<file path="config.mk">
export PLATFORM = sky130hd
export DESIGN_NAME = vga_sync_gen
export DESIGN_NICKNAME = d
export VERILOG_FILES = /design/src/rtl/vga_sync_gen.sv
export SDC_FILE = /design/constraint.sdc
export NUM_CORES = 1
export LEC_CHECK = 0
export CORE_MARGIN = 2
export CORE_UTILIZATION = 45
export CTS_BUF_LIST = sky130_fd_sc_hd__clkbuf_2
export DETAILED_ROUTE_END_ITERATION = 8
export GPL_ROUTABILITY_DRIVEN = 0
export PLACE_DENSITY = 0.79
export SETUP_SLACK_MARGIN = 0.02
export SLEW_MARGIN = 10
export SYNTH_ARGS = -nofsm -noshare
export SYNTH_HDL_FRONTEND = slang
export SYNTH_SLANG_ARGS = --single-unit
</file>
<file path="constraint.sdc">
create_clock -name clk -period 6.45 [get_ports clk]
set_clock_uncertainty 0.1 [all_clocks]
set_input_delay 1.29 -clock clk [delete_from_list [all_inputs] [get_ports clk]]
set_output_delay 1.29 -clock clk [all_outputs]
set_load 0.05 [all_outputs]
</file>
<file path="src/rtl/vga_sync_gen.sv">
// VGA raster timing: pixel-clock divider, x/y coordinates, registered sync/blank decodes and line/frame pulses.
// Optional macro VGA_FRAME_CNT_EN builds an 8-bit frame counter; otherwise frame_cnt is tied to zero.
module vga_sync_gen #(
   parameter int unsigned CLK_DIV  = 2,
   parameter int unsigned H_VIS    = 640,
   parameter int unsigned H_FP     = 16,
   parameter int unsigned H_SW     = 96,
   parameter int unsigned H_BP     = 48,
   parameter int unsigned V_VIS    = 480,
   parameter int unsigned V_FP     = 10,
   parameter int unsigned V_SW     = 2,
   parameter int unsigned V_BP     = 33,
   parameter int unsigned SYNC_POL = 0
) (
   input  logic       clk,
   input  logic       rst_n,
   output logic       pix_tick,
   output logic [9:0] counter_x,
   output logic [9:0] counter_y,
   output logic       hsync,
   output logic       vsync,
   output logic       video_on,
   output logic       line_start,
   output logic       frame_start,
   output logic [7:0] frame_cnt
);

   localparam int unsigned H_TOT = H_VIS + H_FP + H_SW + H_BP;
   localparam int unsigned V_TOT = V_VIS + V_FP + V_SW + V_BP;

   localparam logic [3:0] DIV_LAST = 4'(CLK_DIV - 1);
   localparam logic [9:0] H_LAST   = 10'(H_TOT - 1);
   localparam logic [9:0] V_LAST   = 10'(V_TOT - 1);
   localparam logic [9:0] H_VIS_W  = 10'(H_VIS);
   localparam logic [9:0] V_VIS_W  = 10'(V_VIS);
   localparam logic [9:0] HS_BEG   = 10'(H_VIS + H_FP);
   localparam logic [9:0] HS_END   = 10'(H_VIS + H_FP + H_SW);
   localparam logic [9:0] VS_BEG   = 10'(V_VIS + V_FP);
   localparam logic [9:0] VS_END   = 10'(V_VIS + V_FP + V_SW);
   localparam logic       SYNC_ON  = 1'(SYNC_POL);
   localparam logic       SYNC_OFF = ~SYNC_ON;

   logic [3:0] div_q, div_d;
   logic [9:0] x_q, x_d, y_q, y_d;
   logic       pix_tick_q, pix_tick_d;
   logic       hsync_q, hsync_d, vsync_q, vsync_d;
   logic       video_on_q, video_on_d;
   logic       line_start_q, line_start_d;
   logic       frame_start_q, frame_start_d;
   logic       div_wrap_s;
   logic [9:0] x_next_s, y_next_s;

   // Next-state: decodes are computed from the advancing coordinates so they land with them.
   always_comb begin
      div_wrap_s = (div_q == DIV_LAST);
      div_d      = div_wrap_s ? 4'd0 : (div_q + 4'd1);
      pix_tick_d = div_wrap_s;

      x_next_s = (x_q == H_LAST) ? 10'd0 : (x_q + 10'd1);
      if (x_q == H_LAST) begin
         y_next_s = (y_q == V_LAST) ? 10'd0 : (y_q + 10'd1);
      end else begin
         y_next_s = y_q;
      end

      x_d           = x_q;
      y_d           = y_q;
      hsync_d       = hsync_q;
      vsync_d       = vsync_q;
      video_on_d    = video_on_q;
      line_start_d  = 1'b0;
      frame_start_d = 1'b0;

      if (div_wrap_s) begin
         x_d           = x_next_s;
         y_d           = y_next_s;
         hsync_d       = ((x_next_s >= HS_BEG) && (x_next_s < HS_END)) ? SYNC_ON : SYNC_OFF;
         vsync_d       = ((y_next_s >= VS_BEG) && (y_next_s < VS_END)) ? SYNC_ON : SYNC_OFF;
         video_on_d    = (x_next_s < H_VIS_W) && (y_next_s < V_VIS_W);
         line_start_d  = (x_next_s == 10'd0);
         frame_start_d = (x_next_s == 10'd0) && (y_next_s == 10'd0);
      end else begin
         line_start_d  = 1'b0;
         frame_start_d = 1'b0;
      end
   end

   // Raster state register; reset aborts any sync pulse in progress.
   always_ff @(posedge clk) begin
      if (!rst_n) begin
         div_q         <= 4'd0;
         x_q           <= 10'd0;
         y_q           <= 10'd0;
         pix_tick_q    <= 1'b0;
         hsync_q       <= SYNC_OFF;
         vsync_q       <= SYNC_OFF;
         video_on_q    <= 1'b0;
         line_start_q  <= 1'b0;
         frame_start_q <= 1'b0;
      end else begin
         div_q         <= div_d;
         x_q           <= x_d;
         y_q           <= y_d;
         pix_tick_q    <= pix_tick_d;
         hsync_q       <= hsync_d;
         vsync_q       <= vsync_d;
         video_on_q    <= video_on_d;
         line_start_q  <= line_start_d;
         frame_start_q <= frame_start_d;
      end
   end

`ifdef VGA_FRAME_CNT_EN
   logic [7:0] frame_cnt_q, frame_cnt_d;

   // Count advances on the same edge that raises frame_start; wraps naturally at 8 bits.
   always_comb begin
      if (frame_start_d) begin
         frame_cnt_d = frame_cnt_q + 8'd1;
      end else begin
         frame_cnt_d = frame_cnt_q;
      end
   end

   // Frame counter register.
   always_ff @(posedge clk) begin
      if (!rst_n) begin
         frame_cnt_q <= 8'd0;
      end else begin
         frame_cnt_q <= frame_cnt_d;
      end
   end

   assign frame_cnt = frame_cnt_q;
`else
   assign frame_cnt = 8'd0;
`endif

   assign pix_tick    = pix_tick_q;
   assign counter_x   = x_q;
   assign counter_y   = y_q;
   assign hsync       = hsync_q;
   assign vsync       = vsync_q;
   assign video_on    = video_on_q;
   assign line_start  = line_start_q;
   assign frame_start = frame_start_q;

endmodule

</file>
==> impl_results.md, run 1 <==
* Area contributors post-synth: dfxtp_1 29%, nand3_1 6.0%, xnor2_1 5.0%, nor2_1 3.8%, a21oi_1 3.4%
* Netlist cell types at 59
* Final wirelength at 4880 um
* EDFF count, synth at 0
* Synth Cell Area at 0.00208 sq mm
* CP startpoint kind: register
* Post-CTS setup buffers at 0
* Post-Synthesis Cells at 265
* Total die area at 0.00519 sq mm
* Setup CP Type: reg2out
* Vias at 2,026
* Crit-path leading delay family: buffers and inverters
* Number of antenna diodes at 0
* CP max FO at 12
* Core area at 0.00441 sq mm
* FP Rows at 24
* Largest area contributor in the netlist: dfxtp_1
* Cell Pwr Density at 159 mW/mm^2
* Reg power frac at 54.4%
* Minimum clock period after layout at 3300 ps
* Global-route wire length before repair at 8230 um
* Slowest CP cell: clkdlybuf4s50_1
* Worst-Skew Late Latency at 380 ps
* DRC errors left at 0
* # H-tree levels at 2
* Final ANT Viol Nets at 0
* Max cap viols at 0
* Clock share of power at 25.7%
* Yosys warns at 0
* Final hold viol count at 0
* Crit path launch: counter_x[5]
* Post-CTS sizing at 0
* Worst hold path class: reg2reg
* Lkg Pwr at 0.764 nW
* CTS max path bufs at 2
* CTS tree: yes
* DRT iter0 DRCs at 192
* Number of global-route vias before repair at 1,764
* Fmax at 303 MHz
* CTS Buf Count at 5
* Reg2reg end: frame_start
* FF-to-FF setup slack at 3550 ps
* Buffer and inverter count on the worst path at 1
* Setup crit end: counter_x[5]
* Largest net degree at the start of global routing at 16
* Sw Pwr at 0.128 mW
* CP Depth at 1
* Routed vias/inst at 6.16
* GRT Total Usage at 19.9%
* Layout cell share with drive strength beyond 1 at 5.42%
* Register bit total from synthesis at 30
* Slew Viols, Final at 0
* Mapped Avg Cell Area at 7.86 sq um
* Share of the synthesized area in the top cell type at 28.8%
* Clock-pin slew on the worst setup and hold paths at 170 ps
* Worst R2R Path Depth at 6
* Die height at 72.0 um
* Post-synth top flop: dfxtp_1
* Slew headroom at 44.6%
* Hold_ws at 385 ps
* Setup TNS at 0 ps
* R2r startpoint: counter_x[0]
* P_int at 0.241 mW
* Crit path required time at 5060 ps
* Sequential-to-total area share from yosys stat at 28.8%
* Hold-fix buffers at CTS at 0
* Worst-Margin Slew at 823 ps
* Global route overflow at 0
* Starting Density at 47.2%
* Worst Path Arrival at 1910 ps
* RSZ-0062 raised after global routing: false
* Ports at 36
* Max IR drop VDD at 0.0745 mV
* Post-layout nets at 283
* DP Wirelength at 3410 um
* Pre-Repair DR Iteration Count at 4
* Area growth syn-to-layout at 11.5%
* Status: complete, no violations
* Worst path cell trace: clkdlybuf4s50_1
* Die Wd at 72.0 um
* Clock Sinks at 30
* Clock root buffer: clkbuf_2
* Wire per inst at 14.8 um
* Combinational share of power at 19.9%
* Share of flip-flops with an asynchronous set or reset at 0%
* Nature of the critical path endpoint: output port
* Worst path max stage delay at 890 ps
* Switching share of power at 34.7%
* Antenna violations before repair at 0
* Final Setup Violations at 0
* Port bufs at 27
* Fin crit share at 51.2%
worst min-delay path, cell delays in order (launching register included):
cell,delay (ps)
dfxtp_1,350
nand3_1,60
o31ai_1,50
state kept, by name, summed over array words and instances (netlist names):
| register | flops |
|---|---|
| counter_y | 10 |
| line_start | 1 |
| hsync | 1 |
| video_on | 1 |
| frame_start | 1 |
| pix_tick | 1 |
| div_q | 4 |
| counter_x | 10 |
| vsync | 1 |
through the flow:
step,cells,power [mW],setup WS (ps),util [%],instance area (sq um)
after floorplan,272,0.261,3880,-,2110
after global placement,321,0.276,3300,51.7,2280
after detailed placement,321,0.278,3120,51.7,2280
after CTS,329,0.371,3160,52.6,2320
after global routing,329,0.384,3090,52.6,2320
final,329,0.369,3150,52.6,2320
cell type report:
type	instances	area, sq um
clock inverter	2	8.76
multi-input combinational	204	1310
inverter	7	26.3
clock buffer	6	30.0
timing repair buffer	28	278
fill	416	2090
sequential	30	601
tap	52	65.1
power groups by stage:
stage,Sequential (mW),Combinational (mW),Clock (mW)
after floorplan,0.219,0.0420,0
after global placement,0.204,0.0720,0
after detailed placement,0.205,0.0730,0
after CTS,0.201,0.0734,0.0973
after global routing,0.202,0.0786,0.104
final,0.201,0.0734,0.0950
layer usage:
layer / GRT usage (%) / share of wire, % / vias to the layer above
met5: 0 / 0 / -
met4: 10.3 / 3.2 / 0
met3: 5.69 / 7.6 / 17
met2: 29.4 / 45 / 94
met1: 26.4 / 44 / 950
li1: - / - / 965
cell usage after synthesis, drive strengths merged (4+ instances only):
cell type	n
dfxtp	30
nand3	25
nor2	21
buf	20
nand2	18
a21oi	14
xnor2	12
clkbuf	11
o21ai	11
and2	8
inv	7
nor4	6
ha	5
or3	5
a21o	4
and4	4
nand4	4
nor3	4
kinds of logic after synthesis:
logic type | synth area share, %
flops | 28.8
other cells | 0.180
simple gates | 31.7
buf+inv | 9.32
xor+xnor | 6.31
fa+ha+maj | 3.00
compound gates | 20.1
mux | 0.481
layout by cell type, fill, tap and decap left out, drive strengths merged, types with 3 or more instances in the layout:
cell	Yosys	layout
a21boi	3	3
nor4b	3	3
clkbuf	11	6
nor2	21	21
dfxtp	30	30
a21o	4	4
inv	7	7
and2	8	8
clkdlybuf4s50	0	27
nand4	4	4
nor4	6	6
or3	5	5
a41oi	3	3
nor3	4	4
nand3	25	25
and4	4	4
ha	5	5
nand2	18	18
xnor2	12	12
conb	1	8
o21ai	11	11
nor3b	3	3
a31oi	3	3
a21oi	14	14
o31ai	3	3
xor2	3	3
worst min path at each step:
stage                         from        to  slack (ps)  depth (start not counted)
final                     video_on  video_on         380                          2
after global routing      div_q[0]  div_q[0]         420                          1
after CTS                 video_on  video_on         390                          2
after detailed placement  div_q[0]  div_q[0]         360                          1
after global placement    div_q[0]  div_q[0]         350                          1
after floorplan           div_q[0]  div_q[0]         330                          1
(Power assumes the default switching activity.)
==> run 2, diff against run 1 <==
Settings changed: PLACE_DENSITY 0.79 to 0.81.
Clock period 6.45 ns to 3 ns, I/O delays scaled along.
==> run 2 against run 1 <==
Effect of this change:
- first-iteration DRC count is 23% higher
- clock power up 110%
- cell count grew 0.30%
- critical path type is now reg2reg
==> impl_results.md, run 2 (same netlist as run 1, synthesis figures left out) <==
* Status: complete, no violations
* Area growth syn-to-layout at 12.1%
* Port bufs at 27 (unchanged)
* Max cap viols at 0 (unchanged)
* CTS max path bufs at 2 (unchanged)
* Setup TNS at 0 ps (unchanged)
* Slew headroom at 65.3% (+21 points)
* Met2 Track Usage GR at 32.4% (+3.0 points)
* Placed cell count at 323 (+0.62%)
* Worst-Skew Late Latency at 370 ps (about the same)
* FP Rows at 24 (unchanged)
* Post-Layout Cell Count at 330 (+0.30%)
* GRT Total Usage at 20.5% (+0.55 points)
* CTS tree: yes
* Number of global-route vias before repair at 1,812 (+2.7%)
* Worst path cell trace: ha_1, and4_1, nand3_1, a2111oi_1, and4_1, nor4b_1
* Die height at 72.0 um (unchanged)
* Met1 Track Usage GR at 27.3% (+0.89 points)
* Slew Viols, Final at 0 (unchanged)
* # H-tree levels at 2 (unchanged)
* Cell Pwr Density at 337 mW/mm^2 (+110%)
* RSZ-0062 raised after global routing: false
* Final Setup Violations at 0 (unchanged)
* Antenna violations before repair at 0 (unchanged)
* Wire per inst at 15.3 um (+3.1%)
* Slowest CP cell: dfxtp_1
* DP Wirelength at 3600 um (+5.6%)
* CP Depth at 6 (+5)
* Setup crit end: frame_start
* Nature of the critical path endpoint: register
* FF-to-FF setup slack at 290 ps (-3260 ps)
* Pre-Repair DR Iteration Count at 5 (+1)
* Layout cell share with drive strength beyond 1 at 6.12% (+0.70 points)
* Final ANT Viol Nets at 0 (unchanged)
* Buffer and inverter count on the worst path at 0 (-1)
* Total die area at 0.00519 sq mm (unchanged)
* R2r startpoint: counter_x[0]
* Max IR drop VDD at 0.176 mV (+140%)
* Core area at 0.00441 sq mm (unchanged)
* Combinational share of power at 20.2% (+0.3 points)
* Lkg Pwr at 0.772 nW (+1.1%)
* Global-route wire length before repair at 8510 um (+3.4%)
* CP dominant cell by count: and4_1
* Worst Path Arrival at 2880 ps (+970 ps)
* Fmax at 369 MHz
* Clock Sinks at 30 (unchanged)
* Reg2reg end: frame_start
* Reg power frac at 54.7% (+0.3 points)
* Fin crit share at 90.4%
* Routed vias/inst at 6.14 (-0.30%)
* CTS Buf Count at 5 (unchanged)
* Post-CTS setup buffers at 0 (unchanged)
* Clock-pin slew on the worst setup and hold paths at 160 ps (about the same)
* CP startpoint kind: register
* Starting Density at 47.2% (unchanged)
* Crit-path leading delay family: simple AND/OR/NAND/NOR gates
* Commonest non-fill, non-tap cells in the layout: 30 x dfxtp_1, 27 x clkdlybuf4s50_1, 25 x nand3_1
* Final wirelength at 5040 um (+3.4%)
* Post-CTS sizing at 0 (unchanged)
* DRT iter0 DRCs at 236 (+23%)
* Met3 usage at 4.58% (-1.1 points)
* Sw Pwr at 0.275 mW (+110%)
* Hold-fix buffers at CTS at 0 (unchanged)
* Largest net degree at the start of global routing at 16 (unchanged)
* Clock share of power at 25.1% (-0.6 points)
* Minimum clock period after layout at 2710 ps
* CP max FO at 11 (-1)
* Number of antenna diodes at 0 (unchanged)
* Clock root buffer: clkbuf_2
* Die Wd at 72.0 um (unchanged)
* Worst R2R Path Depth at 6 (unchanged)
* Worst path max stage delay at 480 ps (-410 ps)
* Setup CP Type: reg2reg
* GRT Max-Usage Layer: met2
* Ports at 36 (unchanged)
* DRC errors left at 0 (unchanged)
* Vias at 2,026 (unchanged)
* Global route overflow at 0 (unchanged)
* Switching share of power at 35.0% (+0.28 points)
* Worst hold path class: reg2reg
* Post-layout nets at 285 (+0.71%)
* Commonest non-fill, non-tap cell in the layout: dfxtp_1
* Power Total at 0.787 mW (+110%)
* P_int at 0.512 mW (+110%)
* Worst-Margin Slew at 507 ps (-317 ps)
* Final hold viol count at 0 (unchanged)
* Crit path launch: counter_x[0]
* Crit path required time at 3170 ps (-1890 ps)
[run 2: worst min-delay path by stage]
stage	startpoint	to	slack [ps]	depth (start not counted)
global route	video_on	video_on	430	2
global placement	div_q[0]	div_q[0]	350	1
finish	div_q[0]	div_q[0]	390	1
CTS	div_q[0]	div_q[0]	400	1
floorplan	div_q[0]	div_q[0]	330	1
detailed placement	div_q[0]	div_q[0]	370	1
[run 2: stage by stage]
| step | hold slack (ps) | instance area [sq um] | util [%] | setup slack [ps] |
|---|---|---|---|---|
| floorplan | 333 | 2110 | - | 433 |
| global placement | 352 | 2300 | 52.1 | 523 |
| detailed placement | 368 | 2300 | 52.1 | 348 |
| CTS | 404 | 2330 | 52.9 | 315 |
| global route | 429 | 2330 | 52.9 | 59.0 |
| finish | 391 | 2330 | 52.9 | 289 |
[run 2: cell type report]
cell class | instances | area, sq um
inverter | 7 | 26.3
fill | 417 | 2080
clock buffer | 5 | 25.0
timing repair buffer | 30 | 293
multi-input combinational | 204 | 1320
sequential | 30 | 601
tap | 52 | 65.1
clock inverter | 2 | 10.0
[run 2: routing by layer]
| layer | vias up | routed length (um) |
|---|---|---|
| met5 | - | 0 |
| met4 | 0 | 115 |
| met3 | 13 | 470 |
| met2 | 123 | 2270 |
| met1 | 918 | 2190 |
| li1 | 972 | - |
[run 2: worst reg2reg max path: stages, from the launching register on]
cell and delay [ps]:
dfxtp_1 480, ha_1 330, and4_1 450, nand3_1 310
a2111oi_1 430, and4_1 260, nor4b_1 270
[run 2: power by group through the flow]
stage | logic, mW | registers [mW] | clock network, mW
6_report | 0.159 | 0.430 | 0.198
5_1_grt | 0.169 | 0.434 | 0.220
4_1_cts | 0.158 | 0.430 | 0.201
3_5_place_dp | 0.158 | 0.439 | 0
3_3_place_gp | 0.156 | 0.437 | 0
2_1_floorplan | 0.0902 | 0.470 | 0
==> run 3, diff against run 2 <==
--- a/config.mk
+++ b/config.mk
@@ -12,5 +12,5 @@
 export GPL_ROUTABILITY_DRIVEN = 0
 export PLACE_DENSITY = 0.81
-export SETUP_SLACK_MARGIN = 0.02
+export SETUP_SLACK_MARGIN = 0.05
 export SLEW_MARGIN = 10
 export SYNTH_ARGS = -nofsm -noshare
==> constraint.sdc (replaced) <==
create_clock -name clk -period 3 [get_ports clk]
set_clock_uncertainty 0.1 [all_clocks]
set_input_delay 0.6 -clock clk [delete_from_list [all_inputs] [get_ports clk]]
set_output_delay 0.6 -clock clk [all_outputs]
set_load 0.01 [all_outputs]
==> results of run 3 <==
The final DEF is identical to that of run 2. Status: complete, no violations.
Main changes from that run: total power 0.787 mW -> 0.740 mW; worst IR drop on VDD 0.176 mV -> 0.125 mV
